--- src/rtl/maxpool2x2_stream.sv ---
// Streaming 2x2 / stride-2 signed max-pooling over channel-major raster pixels.
// A half-width line buffer keeps horizontal pair maxima of even rows; one output register.
module maxpool2x2_stream #(
  parameter int unsigned DATA_WIDTH = 16,
  parameter int unsigned IMG_SIZE   = 30,
  parameter int unsigned NUM_CH     = 8,
  parameter int unsigned POOL_OUT   = IMG_SIZE / 2
) (
  input  logic                         clk,
  input  logic                         reset_n,
  input  logic                         enable,
  input  logic                         in_valid,
  output logic                         in_ready,
  input  logic signed [DATA_WIDTH-1:0] in_data,
  output logic                         out_valid,
  input  logic                         out_ready,
  output logic signed [DATA_WIDTH-1:0] out_data,
  output logic                         out_last,
  output logic                         done
);

  localparam int unsigned XW = (IMG_SIZE > 2) ? $clog2(IMG_SIZE) : 1;
  localparam int unsigned CW = (NUM_CH > 1) ? $clog2(NUM_CH) : 1;
  localparam int unsigned LW = (POOL_OUT > 1) ? $clog2(POOL_OUT) : 1;
  localparam logic [XW-1:0] X_LAST    = XW'(IMG_SIZE - 1);
  localparam logic [XW-1:0] PAIR_LAST = XW'(2 * POOL_OUT - 1);
  localparam logic [CW-1:0] CH_LAST   = CW'(NUM_CH - 1);
  localparam bit            ODD       = (IMG_SIZE % 2) == 1;

  typedef enum logic [1:0] {S_IDLE, S_RUN, S_DONE} state_t;

  state_t                         state, state_next;
  logic [XW-1:0]                  x, y;
  logic [CW-1:0]                  ch;
  logic                           all_in;
  logic signed [DATA_WIDTH-1:0]   h_reg;
  logic signed [DATA_WIDTH-1:0]   line_buf [POOL_OUT];

  logic                           accept_c, discard_c, x_wrap_c, y_wrap_c, frame_end_c, load_c;
  logic [LW-1:0]                  lb_idx_c;
  logic signed [DATA_WIDTH-1:0]   pair_c, pool_c;

  function automatic logic signed [DATA_WIDTH-1:0] smax(
    input logic signed [DATA_WIDTH-1:0] a,
    input logic signed [DATA_WIDTH-1:0] b
  );
    return (a > b) ? a : b;
  endfunction

  // Input is only taken in RUN, before the frame is complete, when the output slot frees up.
  assign in_ready    = (state == S_RUN) && !all_in && (!out_valid || out_ready);
  assign accept_c    = in_valid && in_ready;
  assign x_wrap_c    = (x == X_LAST);
  assign y_wrap_c    = (y == X_LAST);
  assign discard_c   = ODD && (x_wrap_c || y_wrap_c);
  assign frame_end_c = x_wrap_c && y_wrap_c && (ch == CH_LAST);
  assign lb_idx_c    = LW'(x >> 1);
  assign pair_c      = smax(h_reg, in_data);
  assign pool_c      = smax(line_buf[lb_idx_c], pair_c);
  assign load_c      = accept_c && x[0] && y[0] && !discard_c;

  // State register
  always_ff @(posedge clk or negedge reset_n) begin
    if (!reset_n) state <= S_IDLE;
    else          state <= state_next;
  end

  // Next-state logic; RUN ends once all input is taken and the output slot drains
  always_comb begin
    state_next = state;
    case (state)
      S_IDLE: if (enable) state_next = S_RUN;
      S_RUN:  if (all_in && (!out_valid || out_ready)) state_next = S_DONE;
      S_DONE: state_next = S_IDLE;
      default: state_next = S_IDLE;
    endcase
  end

  // Counters, pair register and output register
  always_ff @(posedge clk or negedge reset_n) begin
    if (!reset_n) begin
      x         <= '0;
      y         <= '0;
      ch        <= '0;
      all_in    <= 1'b0;
      h_reg     <= '0;
      out_valid <= 1'b0;
      out_data  <= '0;
      out_last  <= 1'b0;
      done      <= 1'b0;
    end else begin
      done <= (state_next == S_DONE);
      if (state == S_IDLE && enable) begin
        x      <= '0;
        y      <= '0;
        ch     <= '0;
        all_in <= 1'b0;
      end else if (accept_c) begin
        if (x_wrap_c) begin
          x <= '0;
          if (y_wrap_c) begin
            y  <= '0;
            ch <= (ch == CH_LAST) ? '0 : ch + CW'(1);
          end else begin
            y <= y + XW'(1);
          end
        end else begin
          x <= x + XW'(1);
        end
        if (frame_end_c) all_in <= 1'b1;
        if (!discard_c && !x[0]) h_reg <= in_data;
      end

      if (load_c) begin
        out_valid <= 1'b1;
        out_data  <= pool_c;
        out_last  <= (ch == CH_LAST) && (x == PAIR_LAST) && (y == PAIR_LAST);
      end else if (out_ready) begin
        out_valid <= 1'b0;
        out_last  <= 1'b0;
      end
    end
  end

  // Line buffer holds even-row pair maxima; each entry is written before it is read
  always_ff @(posedge clk) begin
    if (accept_c && !discard_c && x[0] && !y[0]) line_buf[lb_idx_c] <= pair_c;
  end

endmodule

--- config.mk ---
export PLATFORM = sky130hd
export DESIGN_NAME = maxpool2x2_stream
export DESIGN_NICKNAME = d
export VERILOG_FILES = /design/src/rtl/maxpool2x2_stream.sv
export SDC_FILE = /design/constraint.sdc
export NUM_CORES = 1
export LEC_CHECK = 0
export CAP_MARGIN = 20
export CORE_MARGIN = 3
export CORE_UTILIZATION = 55
export CTS_BUF_LIST = sky130_fd_sc_hd__clkbuf_8
export DETAILED_ROUTE_END_ITERATION = 6
export MAX_ROUTING_LAYER = met4
export PLACE_DENSITY = 0.73
export SYNTH_ARGS = -nofsm -noshare
export SYNTH_HDL_FRONTEND = slang
export SYNTH_SLANG_ARGS = --single-unit
--- constraint.sdc ---
create_clock -name clk -period 7.9 [get_ports clk]
set_input_delay 1.58 -clock clk [delete_from_list [all_inputs] [get_ports clk]]
set_output_delay 1.58 -clock clk [all_outputs]
set_load 0.02 [all_outputs]
Word-level counts from Yosys, hierarchy flattened
Memory sizes are Yosys's and may differ from the RTL's.
Cells that the tools add are included.
Widths: inputs -> output; s select.
{ "word_totals": {"register_bits": 51, "memories": 1, "out_inout_bits": 20, "ramBits": 240, "elab_cells": 74, "in_bits": 21} }
{ "memory_table": {"columns": ["memory", "depth", "word_bits", "rd", "rd_ports_with_merged_regs", "write_ports", "line_no", "text"], "rows": [
  ["line_buf", 15, 16, 1, 0, 1, "37", "logic signed [DATA_WIDTH-1:0] line_buf [POOL_OUT];"]
]} }
{ "op_classes": {"mux": 25, "eq_ne": 5, "bitwise_logic": 2, "n_addsub": 3, "order_cmp": 2, "reduce_logical": 26} }
{ "ops": {"columns": ["op", "count"], "rows": [
  ["$mux 5", 7],
  ["$gt 16x16->1", 2],
  ["$mux 16", 2],
  ["$mux 3", 5],
  ["$logic_and 1x1->1", 12],
  ["$add 5x1->5 const B", 2],
  ["$eq 5x5->1 const B", 2],
  ["$reduce_bool 2->1", 5],
  ["$mux 1", 8],
  ["$reduce_and 3->1", 2],
  ["$mux 2", 2],
  ["$pmux 2 s2", 1],
  ["$reduce_and 2->1", 2],
  ["$add 3x1->3 const B", 1],
  ["$eq 3x3->1 const B", 1],
  ["$logic_not 1->1", 3],
  ["$eq 2x1->1 const B", 1],
  ["$eq 2x2->1 const B", 1],
  ["$logic_not 2->1", 1],
  ["$not 1->1", 2],
  ["$logic_or 1x1->1", 1]
]} }

Depth between registers and ports, before layout
Gate-level depths: netlist (run 1).
{ "logic_depth": {"ltp_word": 8, "ltp_mapped": 20, "ltp_nobuf": 15} }

Least setup slack after synthesis (run 1)
Ideal clock, no wire load.
{ "synth_path": {"path_type": "input -> register", "startpoint": "input in_data[15]", "endpoint": "register out_data[11]", "setup_slack_ns": 2.793, "t_required_ns": 7.820, "path_stages": 18, "arrival_time_ns": 5.026, "path_buffers": 4, "setup_ns": 0.080, "cell_sequence": "inv_1 > ha_1 > buf_4 > nand4_4 > or2_1 > a211o_1 > buf_2 > a32oi_1 > nor2_2 > ha_1 > nand4_2 > nor4_2 > o21ai_1 > and4_1 > buf_6 > buf_8 > or4_4 > o211ai_2"} }
{ "synth_via": {"elab_chain_cells": 4} }
{ "synth_lines": {"columns": ["element", "line_no", "text"], "rows": [
  ["from (decl)", "14", "input logic signed [DATA_WIDTH-1:0] in_data,"],
  ["$gt 16x16->1", "47", "return (a > b) ? a : b;"],
  ["$mux 16 (*)", "47", null],
  ["$gt 16x16->1", "47", null],
  ["$mux 16 (*)", "47", null],
  ["to (signal assigned)", "116", "out_data <= pool_c;"],
  ["to (decl)", "17", "output logic signed [DATA_WIDTH-1:0] out_data,"]
]} }
Mark *: on every way between the ends. The rest lies on a longest branch, timed or not.
A chain may end at the register's enable or synchronous reset.

Final worst setup path (run 1)
{ "layout_path": {"startpoint": "input in_data[15]", "endpoint": "register out_data[1]"} }
Same word-level chain as after synthesis.

==> implementation parameters, run 1 <==
Parameter                              Value

Power and ir drop
  Leakage dissipation    ~5.3 nW
  Largest voltage drop on the vdd net    0.1836 mV
  Proportion of power drawn by combinational gates    0.392
  Internal Power    0.003639 W
  Part of the total power dissipated in sequential elements    0.406
  Switching power    0.002193 W
  Clock share of power    0.203
  Power density of the placed cells    around 400 nW/um2
  Share of total power consumed by net switching    0.3760

Layout
  Final #Nets    1011
  Final antenna diode count    0
  Max FFs per register    240
  Fillers    between 1500 and 2000
  Area Growth Syn to Fin    12.23%
  Share of cells above drive strength 1    0.2028

Logic synthesis
  Dominant cell type by area after synthesis    edfxtp_1
  Part of the Yosys area used for sequential elements    0.6412
  Number of flip-flops and latches in the synthesized netlist    291
  Mapped cell area    13230 um2
  Most frequent cells after synthesis    edfxtp_1 (240), nand2_1 (114), mux4_2 (64), o21ai_0 (55), dfrtp_1 (51)
  Proportion of netlist area held by the largest area contributor    0.5447
  Most used flip-flop cell after synthesis    edfxtp_1
  Cells after synthesis    890
  Number of distinct library cell variants in the gate-level netlist after synthesis    61
  Asr flop ratio synth    0.1753
  Synth warn    0
  Average cell area after synthesis    14.87 um2
  Synthesized Nets    949
  Most repeated cell in the gate-level netlist after synthesis    edfxtp_1
  Area contributors post-synth    edfxtp_1 (54%), mux4_2 (11%), dfrtp_1 (9.6%), ha_1 (3.6%), nand2_1 (3.2%)
  Number of flops mapped to enable cells by yosys    240

Drt
  Iteration-0 DRC count of the detailed router    approximately 770
  First-pass iteration count of the detailed router    5
  Post-detailed-route count of antenna-violating nets    0
  Number of vias per cell    between 6 and 7
  Routed length per placed instance    about 22 um
  Detailed-route via count    7956
  DRC violation count after routing    0
  Total Routed Length    29.21 mm

Worst setup path
  Launching instance or port of the critical path    in_data[15]
  Required time of the worst setup path    8310 ps
  Critical path start-end classification    in -> reg
  Length in cells of the worst reg-to-reg path    10
  Endpoint of the lowest-slack register-to-register path    out_data[1]
  Critical-path maximum fanout    35
  Worst setup EP type    flop
  Kind of launch point of the worst setup path    input pin
  R2R Path Start    x[1]
  Setup slack of the worst register-to-register path    2750 ps
  Arrival time of data at the critical path endpoint    6470 ps

Timing
  Slew at the pin closest to its max-slew limit    between 800 and 900 ps
  Period utilisation layout    0.7663
  Highest attainable clock frequency    between 150 and 200 MHz
  Final number of setup-violating endpoints    0
  Min setup slack post-route    between 1500 and 2000 ps
  Headroom to the max-slew limit    0.4060
  Number of pins with negative max-slew slack in the final report    0
  Setup repair after global routing missed its margin    no
  Setup TNS Final    0 ps
  Endpoints failing hold    0
  Clock period minus worst slack    6054 ps
  Worst clock skew    20.33 ps

Clock network
  Total CTS buffers    47
  Maximum level of the CTS H-tree    2
  CTS sink cnt    291
  Hold Buf Count CTS    0
  Post-CTS resize count    0
  Postcts setup bufs    0
  Register clock-pin slew on the reported worst setup and hold paths    about 60 ps
  Clock latency of the later-clocked register in the worst-skew pair    580 ps
  Maximum buffer depth of the clock tree    3
  TritonCTS clock tree    done
  Clock Tree Root    clkbuf_8

Placement
  Pre-CTS worst setup slack    1346 ps
  Port Buffers    40
  Final HPWL from detailed placement    17.86 mm
  GPL Wtd Cong    0.9093

Floorplanning
  Die span in y    between 150 and 200 um
  Horiz. Die Dim    161.1 um
  Initial Utilization    0.5620
  Row cnt    56
  Number of top-level pins    just over 40
  Total die area    between 20000 and 30000 um2
  Area inside the core boundary    23540 um2

Global routing
  Largest net degree at the start of global routing    58
  Number of global-route vias before repair    7908
  Global route total overflow    0
  Number of antenna violations at the first check in global routing    0
  Total GRT Usage    0.2363
  Wire length of the first global-routing pass    between 40 and 50 mm

Run
  Maximum Capacitance Violations    0

Hold path
  Startpoint of the most critical hold path    state[1]
  Worst min path class    reg -> reg
  Hold path depth    1
  Hold Path End    state[0]

Status
  Run status    finished clean
how the worst max path moves through the flow:
stage / to / cells past startpoint / slack (ps)
floorplan: out_data[11] / 18 / 2790
global placement: out_data[1] / 15 / 1400
detailed placement: out_data[15] / 15 / 1350
CTS: out_data[15] / 15 / 1950
global route: out_data[0] / 17 / 1460
finish: out_data[1] / 15 / 1850
critical path, cell delays in order:
cell	delay [ps]
clkdlybuf4s50_1	510
inv_1	70
ha_1	340
buf_4	270
inv_1	660
nand2_1	90
a2111oi_0	550
nor2_2	120
ha_1	340
nand4_2	130
nor4_2	360
o21ai_1	140
and4_1	390
o31ai_4	750
o211ai_1	140
power by group through the flow:
stage	combinational [W]	sequential [W]	clock (W)
5_1_grt	0.00252	0.00239	0.00128
4_1_cts	0.00228	0.00237	0.00121
6_report	0.00228	0.00237	0.00118
3_3_place_gp	0.00222	0.00239	0
2_1_floorplan	0.00173	0.00231	0
3_5_place_dp	0.00227	0.00240	0
layout make-up:
type / count / area (um2) / share of cell area
clock inverter: 36 / 211.5 / 0.01424
clock buffer: 47 / 646.9 / 0.04357
timing repair buffer: 67 / 598.1 / 0.04028
tap: 319 / 399.1 / 0.02688
sequential: 291 / 8488 / 0.5717
inverter: 39 / 146.4 / 0.009859
multi-input combinational: 506 / 4358 / 0.2935
per-stage QoR:
stage	hold WS (ps)	power (W)	cell area, um2	util	instances
floorplan	419.0	0.004039	13230	-	890
global placement	428.4	0.004616	13980	0.5939	1221
detailed placement	442.3	0.004669	13990	0.5942	1222
CTS	453.4	0.005851	14850	0.6307	1305
global route	483.1	0.006195	14850	0.6307	1305
finish	450.9	0.005832	14850	0.6307	1305
metal layers:
metal,vias to the layer above,part of all wire,track usage
met3,39,0.080,0.05796
li1,3590,-,-
met5,-,0,-
met4,0,0.017,0.05553
met2,322,0.47,0.3547
met1,4005,0.43,0.3335
logic make-up (layout without fill, tap and decap cells):
| group | after synthesis | in the layout | synth area share |
|---|---|---|---|
| flops | 291 | 291 | 0.6412 |
| buf+inv | 93 | 189 | 0.03348 |
| mux | 81 | 81 | 0.1219 |
| xor+xnor | 2 | 2 | 0.001324 |
| simple gates | 234 | 234 | 0.08606 |
| compound gates | 151 | 151 | 0.08010 |
| fa+ha+maj | 38 | 38 | 0.03594 |
cells in the final DEF (no fill, tap or decap), drive strengths merged, types with 3 or more instances in the layout:
cell	instances
a2111oi	16
a211oi	3
a21o	5
a21oi	17
a22o	3
a31oi	3
a32oi	16
and3	3
buf	28
clkbuf	47
clkdlybuf4s50	39
clkinv	21
dfrtp	51
edfxtp	240
ha	38
inv	52
mux2i	16
mux4	64
nand2	114
nand2b	6
nand3	20
nand4	7
nor2	42
nor3	11
nor4	3
o211ai	12
o21ai	63
o41a	4
or3	5
or4	12
(Power assumes the default switching activity.)
==> inputs of run 2 (changes only) <==
--- a/config.mk
+++ b/config.mk
@@ -11,7 +11,7 @@
 export CTS_BUF_LIST = sky130_fd_sc_hd__clkbuf_8
 export DETAILED_ROUTE_END_ITERATION = 6
 export MAX_ROUTING_LAYER = met4
-export PLACE_DENSITY = 0.73
+export PLACE_DENSITY = 0.75
 export SYNTH_ARGS = -nofsm -noshare
 export SYNTH_HDL_FRONTEND = slang
 export SYNTH_SLANG_ARGS = --single-unit
==> constraint.sdc (replaced) <==
create_clock -name clk -period 5.45 [get_ports clk]
set_input_delay 1.09 -clock clk [delete_from_list [all_inputs] [get_ports clk]]
set_output_delay 1.09 -clock clk [all_outputs]
set_load 0.02 [all_outputs]
==> implementation parameters, run 2 (synthesis results as in run 1) <==
Parameter                              Value

Status
  Run status    finished clean

Drt
  Total Routed Length    29.30 mm (+0.33%)
  DRC violation count after routing    0 (unchanged)
  Post-detailed-route count of antenna-violating nets    0 (unchanged)
  Number of vias per cell    6.078 (-0.30%)
  First-pass iteration count of the detailed router    6 (+1)
  Routed length per placed instance    22.02 um (-1.6%)
  Detailed-route via count    8090 (+1.7%)
  Iteration-0 DRC count of the detailed router    868 (+12%)

Placement
  Port Buffers    40 (unchanged)
  GPL Wtd Cong    0.9094 (about the same)
  Pre-CTS worst setup slack    10.41 ps (-1335 ps)
  Final HPWL from detailed placement    18.79 mm (+5.2%)

Clock network
  Post-CTS resize count    0 (unchanged)
  Register clock-pin slew on the reported worst setup and hold paths    60 ps (about the same)
  Maximum buffer depth of the clock tree    3 (unchanged)
  Hold Buf Count CTS    0 (unchanged)
  Postcts setup bufs    0 (unchanged)
  Total CTS buffers    48 (+2.1%)
  CTS sink cnt    291 (unchanged)
  TritonCTS clock tree    done
  Maximum level of the CTS H-tree    2 (unchanged)
  Clock Tree Root    clkbuf_8
  Clock latency of the later-clocked register in the worst-skew pair    570 ps (about the same)

Timing
  Slew at the pin closest to its max-slew limit    942.7 ps (+51.61 ps)
  Worst clock skew    24.15 ps (+3.829 ps)
  Min setup slack post-route    529.7 ps (-1317 ps)
  Highest attainable clock frequency    between 200 and 250 MHz
  Endpoints failing hold    0 (unchanged)
  Period utilisation layout    0.9028
  Setup TNS Final    0 ps (unchanged)
  Number of pins with negative max-slew slack in the final report    0 (unchanged)
  Final number of setup-violating endpoints    0 (unchanged)
  Clock period minus worst slack    4920 ps
  Headroom to the max-slew limit    0.3716 (-0.03441)
  Setup repair after global routing missed its margin    no

Global routing
  Largest net degree at the start of global routing    52 (-10%)
  Total GRT Usage    0.2402 (+0.003923)
  Global route total overflow    0 (unchanged)
  Number of antenna violations at the first check in global routing    0 (unchanged)
  Wire length of the first global-routing pass    46.63 mm (+2.0%)
  Number of global-route vias before repair    8063 (+2.0%)

Layout
  Max FFs per register    240 (unchanged)
  Final #Nets    1035 (+2.4%)
  Area Growth Syn to Fin    13.64%
  Final antenna diode count    0 (unchanged)
  Commonest non-fill, non-tap cells in the layout    edfxtp_1 (240), nand2_1 (114), mux4_2 (64)
  Share of cells above drive strength 1    0.2115 (+0.008623)
  Most frequent standard cell in the layout excluding fill and tap cells    edfxtp_1

Power and ir drop
  Share of total power consumed by net switching    0.3766 (+0.0005274)
  Leakage dissipation    5.466 nW (+2.5%)
  Total power    0.008604 W (+48%)
  Internal Power    0.005364 W (+47%)
  Power density of the placed cells    572.3 nW/um2 (+46%)
  Proportion of power drawn by combinational gates    0.398 (+0.006)
  Switching power    0.003240 W (+48%)
  Clock share of power    0.199 (-0.004)
  Part of the total power dissipated in sequential elements    0.403 (-0.003)
  Largest voltage drop on the vdd net    0.3351 mV (+82%)

Worst setup path
  Required time of the worst setup path    5940 ps (-2370 ps)
  Arrival time of data at the critical path endpoint    5410 ps (-1060 ps)
  Critical path start-end classification    in -> reg
  Worst setup EP type    flop
  Length in cells of the worst reg-to-reg path    10 (unchanged)
  Kind of launch point of the worst setup path    input pin
  Critical-path maximum fanout    17 (-51%)

Floorplanning
  Die span in y    161.1 um (unchanged)
  Number of top-level pins    41 (unchanged)
  Initial Utilization    0.5620 (unchanged)
  Total die area    25950 um2 (unchanged)
  Area inside the core boundary    23540 um2 (unchanged)
  Horiz. Die Dim    161.1 um (unchanged)
  Row cnt    56 (unchanged)

Run
  Maximum Capacitance Violations    0 (unchanged)

Hold path
  Hold path depth    1 (unchanged)
  Worst min path class    reg -> reg
## run 2: changes by cell type in the layout (fill, tap and decap cells not counted), moves of 2 or more
cell,change
buf_12,+2
clkinv_2,-8
clkinv_1,+4
clkbuf_8,+3
inv_1,+7
buf_4,+21
## run 2: final cells by class
cell class	count	area [um2]
inverters	39	146.4
clock buffers	50	688.2
fillers	1728	8508
repair buffers	90	795.8
multi-input cells	506	4355
well taps	319	399.1
clock inverters	36	161.4
flip-flops and latches	291	8488
## run 2: through the flow
step | hold WS (ps) | utilization | area (um2) | instances
after global placement | 427.7 | 0.6025 | 14180 | 1245
after CTS | 462.8 | 0.6386 | 15030 | 1331
after floorplan | 419.0 | - | 13230 | 890
after detailed placement | 459.4 | 0.6025 | 14180 | 1245
final | 456.3 | 0.6386 | 15030 | 1331
after global routing | 466.4 | 0.6386 | 15030 | 1331
## run 2: power groups by stage
| stage | clock [W] | combinational (W) | sequential (W) |
|---|---|---|---|
| finish | 0.00171 | 0.00342 | 0.00347 |
| global route | 0.00186 | 0.00377 | 0.00351 |
| CTS | 0.00175 | 0.00342 | 0.00347 |
| detailed placement | 0 | 0.00341 | 0.00351 |
| global placement | 0 | 0.00329 | 0.00350 |
| floorplan | 0 | 0.00251 | 0.00335 |
## run 2: worst max-delay path: stages
cell             delay, ps
clkdlybuf4s50_1        530
inv_1                   80
ha_1                   310
nor2b_1                130
o211ai_1               350
a211oi_2               140
buf_4                  210
a2111oi_0              440
nor2_2                 100
ha_1                   350
nand4_2                150
nor4_2                 340
o21ai_1                130
and4_1                 400
or4_4                  560
o211ai_2                80
## run 2: path summary, 6_finish.rpt
kind                       startpoint          end  slack [ps]
max                        in_data[1]  out_data[7]         530
max reg2reg                      x[1]  out_data[7]        1010
max in group asynchronous     reset_n         x[1]        4310
min reg2reg                  state[1]     state[0]         460
min in group asynchronous     reset_n     h_reg[6]         610
min                          state[1]     state[0]         460
## run 2: layer usage
layer | part of all wire | GRT usage
met4 | 0.021 | 0.06961
met2 | 0.49 | 0.3717
met1 | 0.41 | 0.3313
met5 | 0 | -
met3 | 0.080 | 0.04642
==> inputs of run 3 (changes only) <==
--- a/config.mk
+++ b/config.mk
@@ -10,8 +10,10 @@
 export CORE_UTILIZATION = 55
 export CTS_BUF_LIST = sky130_fd_sc_hd__clkbuf_8
 export DETAILED_ROUTE_END_ITERATION = 6
+export DONT_BUFFER_PORTS = 1
 export MAX_ROUTING_LAYER = met4
-export PLACE_DENSITY = 0.75
+export PLACE_DENSITY = 0.73
+export SLEW_MARGIN = 25
 export SYNTH_ARGS = -nofsm -noshare
 export SYNTH_HDL_FRONTEND = slang
 export SYNTH_SLANG_ARGS = --single-unit
==> implementation parameters, run 3 (synthesis results as in run 1) <==
Parameter                              Value

Drt
  Total Routed Length    28.57 mm (-2.5%)
  Iteration-0 DRC count of the detailed router    799 (-7.9%)
  Routed length per placed instance    22.41 um (+1.8%)
  DRC violation count after routing    0 (unchanged)
  First-pass iteration count of the detailed router    5 (-1)
  Number of vias per cell    6.134 (+0.92%)
  Post-detailed-route count of antenna-violating nets    0 (unchanged)
  Detailed-route via count    7821 (-3.3%)

Worst setup path
  Kind of launch point of the worst setup path    input pin
  Required time of the worst setup path    5870 ps (-70 ps)
  Largest stage delay, worst path    850 ps (+290 ps)
  R2R Path Start    h_reg[9]
  Slowest cell on the critical path    or4_1
  Worst setup EP type    flop
  Cell family with most CP delay    simple AND/OR/NAND/NOR gates
  Critical path start-end classification    in -> reg
  Launching instance or port of the critical path    in_data[7]
  Crit path buf inv count    2 (-1)
  Critical path, cell by cell    inv_1 -> ha_1 -> nand4_1 -> or4_1 -> nand3_1 -> a32oi_1 -> nor2_2 -> ha_1 -> nand4_2 -> nor4_2 -> o21ai_1 -> and4_1 -> o31ai_4 -> buf_4 -> o211ai_1
  Most repeated library cell on the critical path    ha_1
  Arrival time of data at the critical path endpoint    4880 ps (-530 ps)
  Critical-path maximum fanout    17 (unchanged)

Timing
  Highest attainable clock frequency    224.4 MHz (+10%)
  Setup TNS Final    0 ps (unchanged)
  Period utilisation layout    0.8178 (-0.08504)
  Clock period minus worst slack    4457 ps (-463.5 ps)
  Setup repair after global routing missed its margin    no
  Endpoints failing hold    0 (unchanged)
  Final number of setup-violating endpoints    0 (unchanged)
  Headroom to the max-slew limit    0.3563 (-0.01524)
  Number of pins with negative max-slew slack in the final report    0 (unchanged)
  Worst clock skew    26.31 ps (+2.154 ps)
  Slew at the pin closest to its max-slew limit    965.5 ps (+22.86 ps)

Global routing
  Global route total overflow    0 (unchanged)
  Largest net degree at the start of global routing    52 (unchanged)
  Number of global-route vias before repair    7865 (-2.5%)
  Total GRT Usage    0.2338 (-0.006402)
  Wire length of the first global-routing pass    45.48 mm (-2.5%)
  Number of antenna violations at the first check in global routing    0 (unchanged)

Layout
  Most frequent standard cell in the layout excluding fill and tap cells    edfxtp_1
  Final antenna diode count    0 (unchanged)
  Non-Filler Cell Area, Final    14580 um2 (-3.0%)
  Final #Nets    979 (-5.4%)
  Commonest non-fill, non-tap cells in the layout    edfxtp_1 (240), nand2_1 (114), mux4_2 (64)
  Share of cells above drive strength 1    0.2113 (about the same)
  Area Growth Syn to Fin    10.18%
  Max FFs per register    240 (unchanged)

Floorplanning
  Horiz. Die Dim    161.1 um (unchanged)
  Row cnt    56 (unchanged)
  Number of top-level pins    41 (unchanged)
  Total die area    25950 um2 (unchanged)
  Initial Utilization    0.5620 (unchanged)
  Die span in y    161.1 um (unchanged)
  Area inside the core boundary    23540 um2 (unchanged)

Run
  Maximum Capacitance Violations    0 (unchanged)

Clock network
  TritonCTS clock tree    done
  Total CTS buffers    48 (unchanged)
  Register clock-pin slew on the reported worst setup and hold paths    60 ps (about the same)
  Postcts setup bufs    0 (unchanged)
  Clock Tree Root    clkbuf_8
  Clock latency of the later-clocked register in the worst-skew pair    580 ps (about the same)
  CTS sink cnt    291 (unchanged)
  Maximum level of the CTS H-tree    2 (unchanged)
  Hold Buf Count CTS    0 (unchanged)
  Post-CTS resize count    0 (unchanged)
  Maximum buffer depth of the clock tree    3 (unchanged)

Power and ir drop
  Power density of the placed cells    579.2 nW/um2 (+1.2%)
  Leakage dissipation    5.259 nW (-3.8%)
  Largest voltage drop on the vdd net    0.3193 mV (-4.7%)

Placement
  GPL Wtd Cong    0.9062 (-0.35%)
  Final HPWL from detailed placement    17.96 mm (-4.4%)
  Total placed instance area    13670 um2 (-3.6%)
  Port Buffers    0 (-100%)

Hold path
  Worst min path class    in -> async

Status
  Run status    finished clean
## run 3: final cells by class
| cell class | instances | area [um2] |
|---|---|---|
| timing repair buffer | 34 | 280.3 |
| fill | 1740 | 8966 |
| multi-input combinational | 506 | 4364 |
| tap | 319 | 399.1 |
| sequential | 291 | 8488 |
| inverter | 39 | 146.4 |
| clock inverter | 35 | 196.4 |
| clock buffer | 51 | 701.9 |
## run 3: through the flow
| step | total power (W) | hold slack, ps | cells | util | setup WS, ps |
|---|---|---|---|---|---|
| after CTS | 0.008476 | 180.6 | 1275 | 0.6189 | 1039 |
| after global placement | 0.006622 | 430.0 | 1189 | 0.5807 | 515.7 |
| final | 0.008442 | 214.7 | 1275 | 0.6192 | 993.2 |
| after floorplan | 0.005854 | 419.0 | 890 | - | 833.3 |
| after detailed placement | 0.006699 | 455.4 | 1189 | 0.5807 | 415.5 |
| after global routing | 0.008980 | 179.3 | 1275 | 0.6192 | 697.3 |
## run 3: metal layers
layer / routed length [um] / GRT usage / vias up
li1: - / - / 3530
met1: 11880 / 0.3190 / 3942
met2: 13890 / 0.3588 / 298
met3: 2318 / 0.05463 / 51
met4: 490 / 0.06727 / 0
met5: 0 / - / -
## run 3: final timing paths
| kind | slack (ps) | cells past startpoint | to |
|---|---|---|---|
| worst max-delay path | 990 | 15 | out_data[1] |
| worst min-delay path | 210 | 0 | h_reg[4] |
| worst max register to register | 1110 | 14 | out_data[1] |
| worst min register to register | 460 | 1 | state[0] |
| max in group asynchronous | 5120 | 0 | x[2] |
| min in group clk | 460 | 1 | state[0] |
## run 3: power by group
part           leakage, nW  internal [W]  switching, W
registers             2.82       0.00315      0.000367
clock network        0.527      0.000920      0.000841
logic                 1.92       0.00122       0.00195
==> RTL change 1, RTL diff (config.mk and constraints of run 1) <==
Change the parameter `DATA_WIDTH` from 16 to 24.
--- a/src/rtl/maxpool2x2_stream.sv
+++ b/src/rtl/maxpool2x2_stream.sv
@@ -2,5 +2,5 @@
 // A half-width line buffer keeps horizontal pair maxima of even rows; one output register.
 module maxpool2x2_stream #(
-  parameter int unsigned DATA_WIDTH = 16,
+  parameter int unsigned DATA_WIDTH = 24,
   parameter int unsigned IMG_SIZE   = 30,
   parameter int unsigned NUM_CH     = 8,
Interface: changed (resized in_data and out_data); port bits go from 41 to 57. The function was not compared with the original's and may differ.
==> RTL change 1 against run 1 <==
Maximum frequency is 10% lower; setup slack worse by 0.71 ns; sequential cell count is 136 higher; power is 40% higher; register-to-register slack worse by 0.44 ns; synthesized area is 38% higher; worst hold slack better by 0.047 ns; wire length is 33% higher; die area is 36% higher; cell area is 39% higher; critical path depth is 5 higher; critical path type unchanged; largest cell class unchanged; largest power group unchanged; highest routed layer unchanged.
==> RTL change 1: results (changes against run 1) <==
----------------------------------------------------
[Status]
  Result of the run ... finished clean (unchanged)

[Global route]
  Number of global-route vias before repair ... 9,989 (was 7,908)
  Largest net degree at the start of global routing ... 69 (was 58)

[Detailed routing]
  Detailed-route vias per instance ... 5.94 (was 6.10)
  DRT iter0 DRCs ... 1,027 (was 772)
  Vias ... 9,865 (was 7,956)

[Pwr]
  Static leakage ... 7.44 nW (was 5.33 nW)
  Peak supply drop ... 0.000198 V (was 0.000184 V)

[Worst hold path]
  Worst min-delay path endpoint ... y[4] (was state[0])
  Startpoint of the most critical hold path ... y[4] (was state[1])

[Cells and area]
  Fin nets ... 1,251 (was 1,011)
  Count of sequential standard cells ... 427 (was 291)
  Layout filler cell count ... 2,214 (was 1,715)
  Layout Cell Area excl Fill ... 20,600 um^2 (was 14,800 um^2)
  Clk tree area frac ... 6.07% (was 5.78%)
  Count of inverters not on the clock network in the layout ... 54 (was 39)

[STA]
  Fmax achieved ... 0.148 GHz (was 0.165 GHz)
  Rel. slew slack ... 35.2% (was 40.6%)
  Worst slack on hold paths ... 0.497 ns (was 0.451 ns)

[Place]
  Detailed placer's ending HPWL ... 23.4 mm (was 17.9 mm)
  Count of buffers inserted at the top-level ports ... 56 (was 40)
  Final RePlAce weighted congestion ... 0.847 (was 0.909)

[Logic synthesis]
  Mux share of post-synthesis cell area ... 15.2% (was 12.2%)
  Largest cells by area after synthesis ... edfxtp_1 59%, mux4_2 12%, dfrtp_1 9.2% (was edfxtp_1 54%, mux4_2 11%, dfrtp_1 9.6%)
  Yosys cell types ... 49 (was 61)
  Top post-synthesis cells by count ... 360 x edfxtp_1, 96 x mux4_2, 89 x nand2_1 (was 240 x edfxtp_1, 114 x nand2_1, 64 x mux4_2)
  Post-Syn Area per Cell ... 17.2 um^2 (was 14.9 um^2)
  Synth Area in XOR/XNOR ... 0.144% (was 0.132%)
  Share of the synthesized area in compound gates (AO/OA/AOI/OAI) ... 4.89% (was 8.01%)
  FFs w/ async S/R, synth ... 15.7% (was 17.5%)
  Seq/Total Area, Yosys ... 68.5% (was 64.1%)

[Clock tree]
  Clock buffers created by TritonCTS ... 68 (was 47)
  Count of H-tree levels built during CTS ... 3 (was 2)

[Critical path]
  Family with the most delay on the worst path ... multiplexers (was compound AO/OA/AOI/OAI gates)
  Data arrival, critical path ... 7.20 ns (was 6.47 ns)

----------------------------------------------------
==> RTL change 1: changes by cell type after synthesis, sizes merged, moves of 15 or more <==
cell     delta
dfrtp      +16
inv        +15
nor2       -18
mux4       +32
a2111oi    -15
nand2      -25
ha         +16
a32oi      -16
mux2i      +34
edfxtp    +120
==> RTL change 1: kinds of logic (layout without fill, tap and decap cells) <==
group	after synthesis	in the layout
AOI/OAI and AO/OA	134	134
xor gates and xnor gates	3	3
adders and majority gates	54	54
buffers and inverters	102	261
DFF	427	427
muxes	147	147
and+or+nand+nor	193	193
==> RTL change 1: where the power goes <==
part	internal [W]	leakage, nW	switching, W
Combinational	0.00128	2.63	0.00177
Clock	0.000904	0.717	0.000851
Sequential	0.00307	4.09	0.000283
Total	0.00525	7.44	0.00290
==> RTL change 1: layer usage <==
metal	part of all wire (%)	vias up	track usage, %
met1	43	5001	33.1
met4	1.9	0	6.12
li1	-	4383	-
met2	47	415	34.9
met3	7.9	66	5.72
met5	0	-	-
==> RTL change 2, RTL diff (settings of run 1) <==
Made on the original files. Re-encode `state_t` (3 states) as one-hot, 3 bits wide.
--- a/src/rtl/maxpool2x2_stream.sv
+++ b/src/rtl/maxpool2x2_stream.sv
@@ -28,5 +28,5 @@
   localparam bit            ODD       = (IMG_SIZE % 2) == 1;
 
-  typedef enum logic [1:0] {S_IDLE, S_RUN, S_DONE} state_t;
+  typedef enum logic [2:0] {S_IDLE = 3'b001, S_RUN = 3'b010, S_DONE = 3'b100} state_t;
 
   state_t                         state, state_next;
Check against the original RTL: same outputs for any inputs over 10 cycles, from zero or initial values and one cycle with reset_n low; not proved beyond that.
==> RTL change 2 against run 1 <==
Sequential cell count rose by 1; setup slack got worse by 0.34 ns; synthesized area rose by 0.47%; first-iteration DRC count rose by 27%; cell area rose by 1.0%; wire length fell by 2.1%; critical path depth did not move; register-to-register slack got worse by 0.06 ns; power fell by 16%; sequential share of layout area fell by 0.41 points.
==> RTL change 2: results (changes against run 1) <==
----------------------------------------------------
[Status]
  Result of the run ... finished clean (unchanged)

[Critical path]
  Setup slack of the most critical reg-to-reg path ... 2.69 ns (was 2.75 ns)
  Data arrival, critical path ... 6.80 ns (was 6.47 ns)
  Beginning of the worst register-to-register path ... h_reg[15] (was x[1])
  Number of cells traversed by the worst register-to-register path ... 13 (was 10)

[Worst hold path]
  Worst min-delay path endpoint ... y[4] (was state[0])

[Detailed routing]
  Routed wl met3 ... 2.24 mm (was 2.35 mm)
  Total length of routed met2 wires ... 13.4 mm (was 13.7 mm)
  Routed length on met1 ... 12.1 mm (was 12.7 mm)

[Cells and area]
  Share of post-route cells with drive strength above 1 ... 19.5% (was 20.3%)
  Number of non-clock buffers in the layout ... 74 (was 67)
  Count of clock buffers in the final design ... 48 (was 47)
  Non-filler instance count after layout ... 1,320 (was 1,305)
  Buffering overhead ... 4.39% (was 4.03%)
  Fin nets ... 1,021 (was 1,011)
  Flip-flop and latch area ... 8510 um^2 (was 8490 um^2)
  Clk tree area frac ... 6.00% (was 5.78%)
  Count of inverters not on the clock network in the layout ... 54 (was 39)

[Logic synthesis]
  Synthesized netlist net count ... 952 (was 949)
  Largest cells by area after synthesis ... edfxtp_1 54%, mux4_2 11%, dfrtp_1 9.6% (unchanged)
  FFs w/ async S/R, synth ... 17.8% (was 17.5%)
  Seq/Total Area, Yosys ... 64.0% (was 64.1%)
  Yosys reg bits ... 292 (was 291)
  Yosys cell types ... 56 (was 61)
  Synth Area in XOR/XNOR ... 0.198% (was 0.132%)
  Adder-cell area share of the yosys netlist ... 3.58% (was 3.59%)
  Share of the synthesized area in compound gates (AO/OA/AOI/OAI) ... 5.07% (was 8.01%)
  Mux share of post-synthesis cell area ... 13.4% (was 12.2%)

[Global route]
  Met2 GRT Util ... 35.4% (was 35.5%)
  Global-route track usage on met3 ... 4.87% (was 5.80%)
  Wire length of the first global-routing pass ... 45.7 mm (about the same)
  Met1 routing resource usage after global routing ... 32.3% (was 33.4%)
  Aggregate global-route resource usage ... 23.4% (was 23.6%)
  Number of global-route vias before repair ... 7,990 (was 7,908)

[Place]
  Worst Setup Slack post-DPL ... 0.814 ns (was 1.35 ns)

[STA]
  Rel. slew slack ... 33.8% (was 40.6%)

[Pwr]
  Static leakage ... 5.31 nW (was 5.33 nW)

----------------------------------------------------
[RTL change 2: cell types whose count changed in the layout (fill, tap and decap cells not counted), sizes merged, moves of 14 or more]
cell     change
nor2        -17
mux2        +15
a2111oi     -16
nor3        +14
inv         +18
o221ai      +15
nor4        +30
o21ai       -33
[RTL change 2: worst max-delay path by stage]
stage                            from  slack (ns)  cells past startpoint      endpoint
after floorplan           in_data[15]        2.80                     18  out_data[10]
after global placement    in_data[15]        0.97                     15   out_data[1]
after detailed placement  in_data[15]        0.81                     15   out_data[3]
after CTS                 in_data[15]        1.41                     15   out_data[3]
after global routing      in_data[15]        1.07                     15   out_data[3]
final                     in_data[15]        1.51                     15   out_data[3]
[RTL change 2: kinds of logic after synthesis]
logic type      after synthesis
flops                       292
buf+inv                     108
compound gates               94
xor+xnor                      3
fa+ha+maj                    38
mux                          96
simple gates                262
[RTL change 2: report_power, final]
part	internal (W)	switching, W	total [W]
combinational	0.000501	0.000929	0.00143
clock	0.000640	0.000587	0.00123
sequential	0.00211	0.000130	0.00224
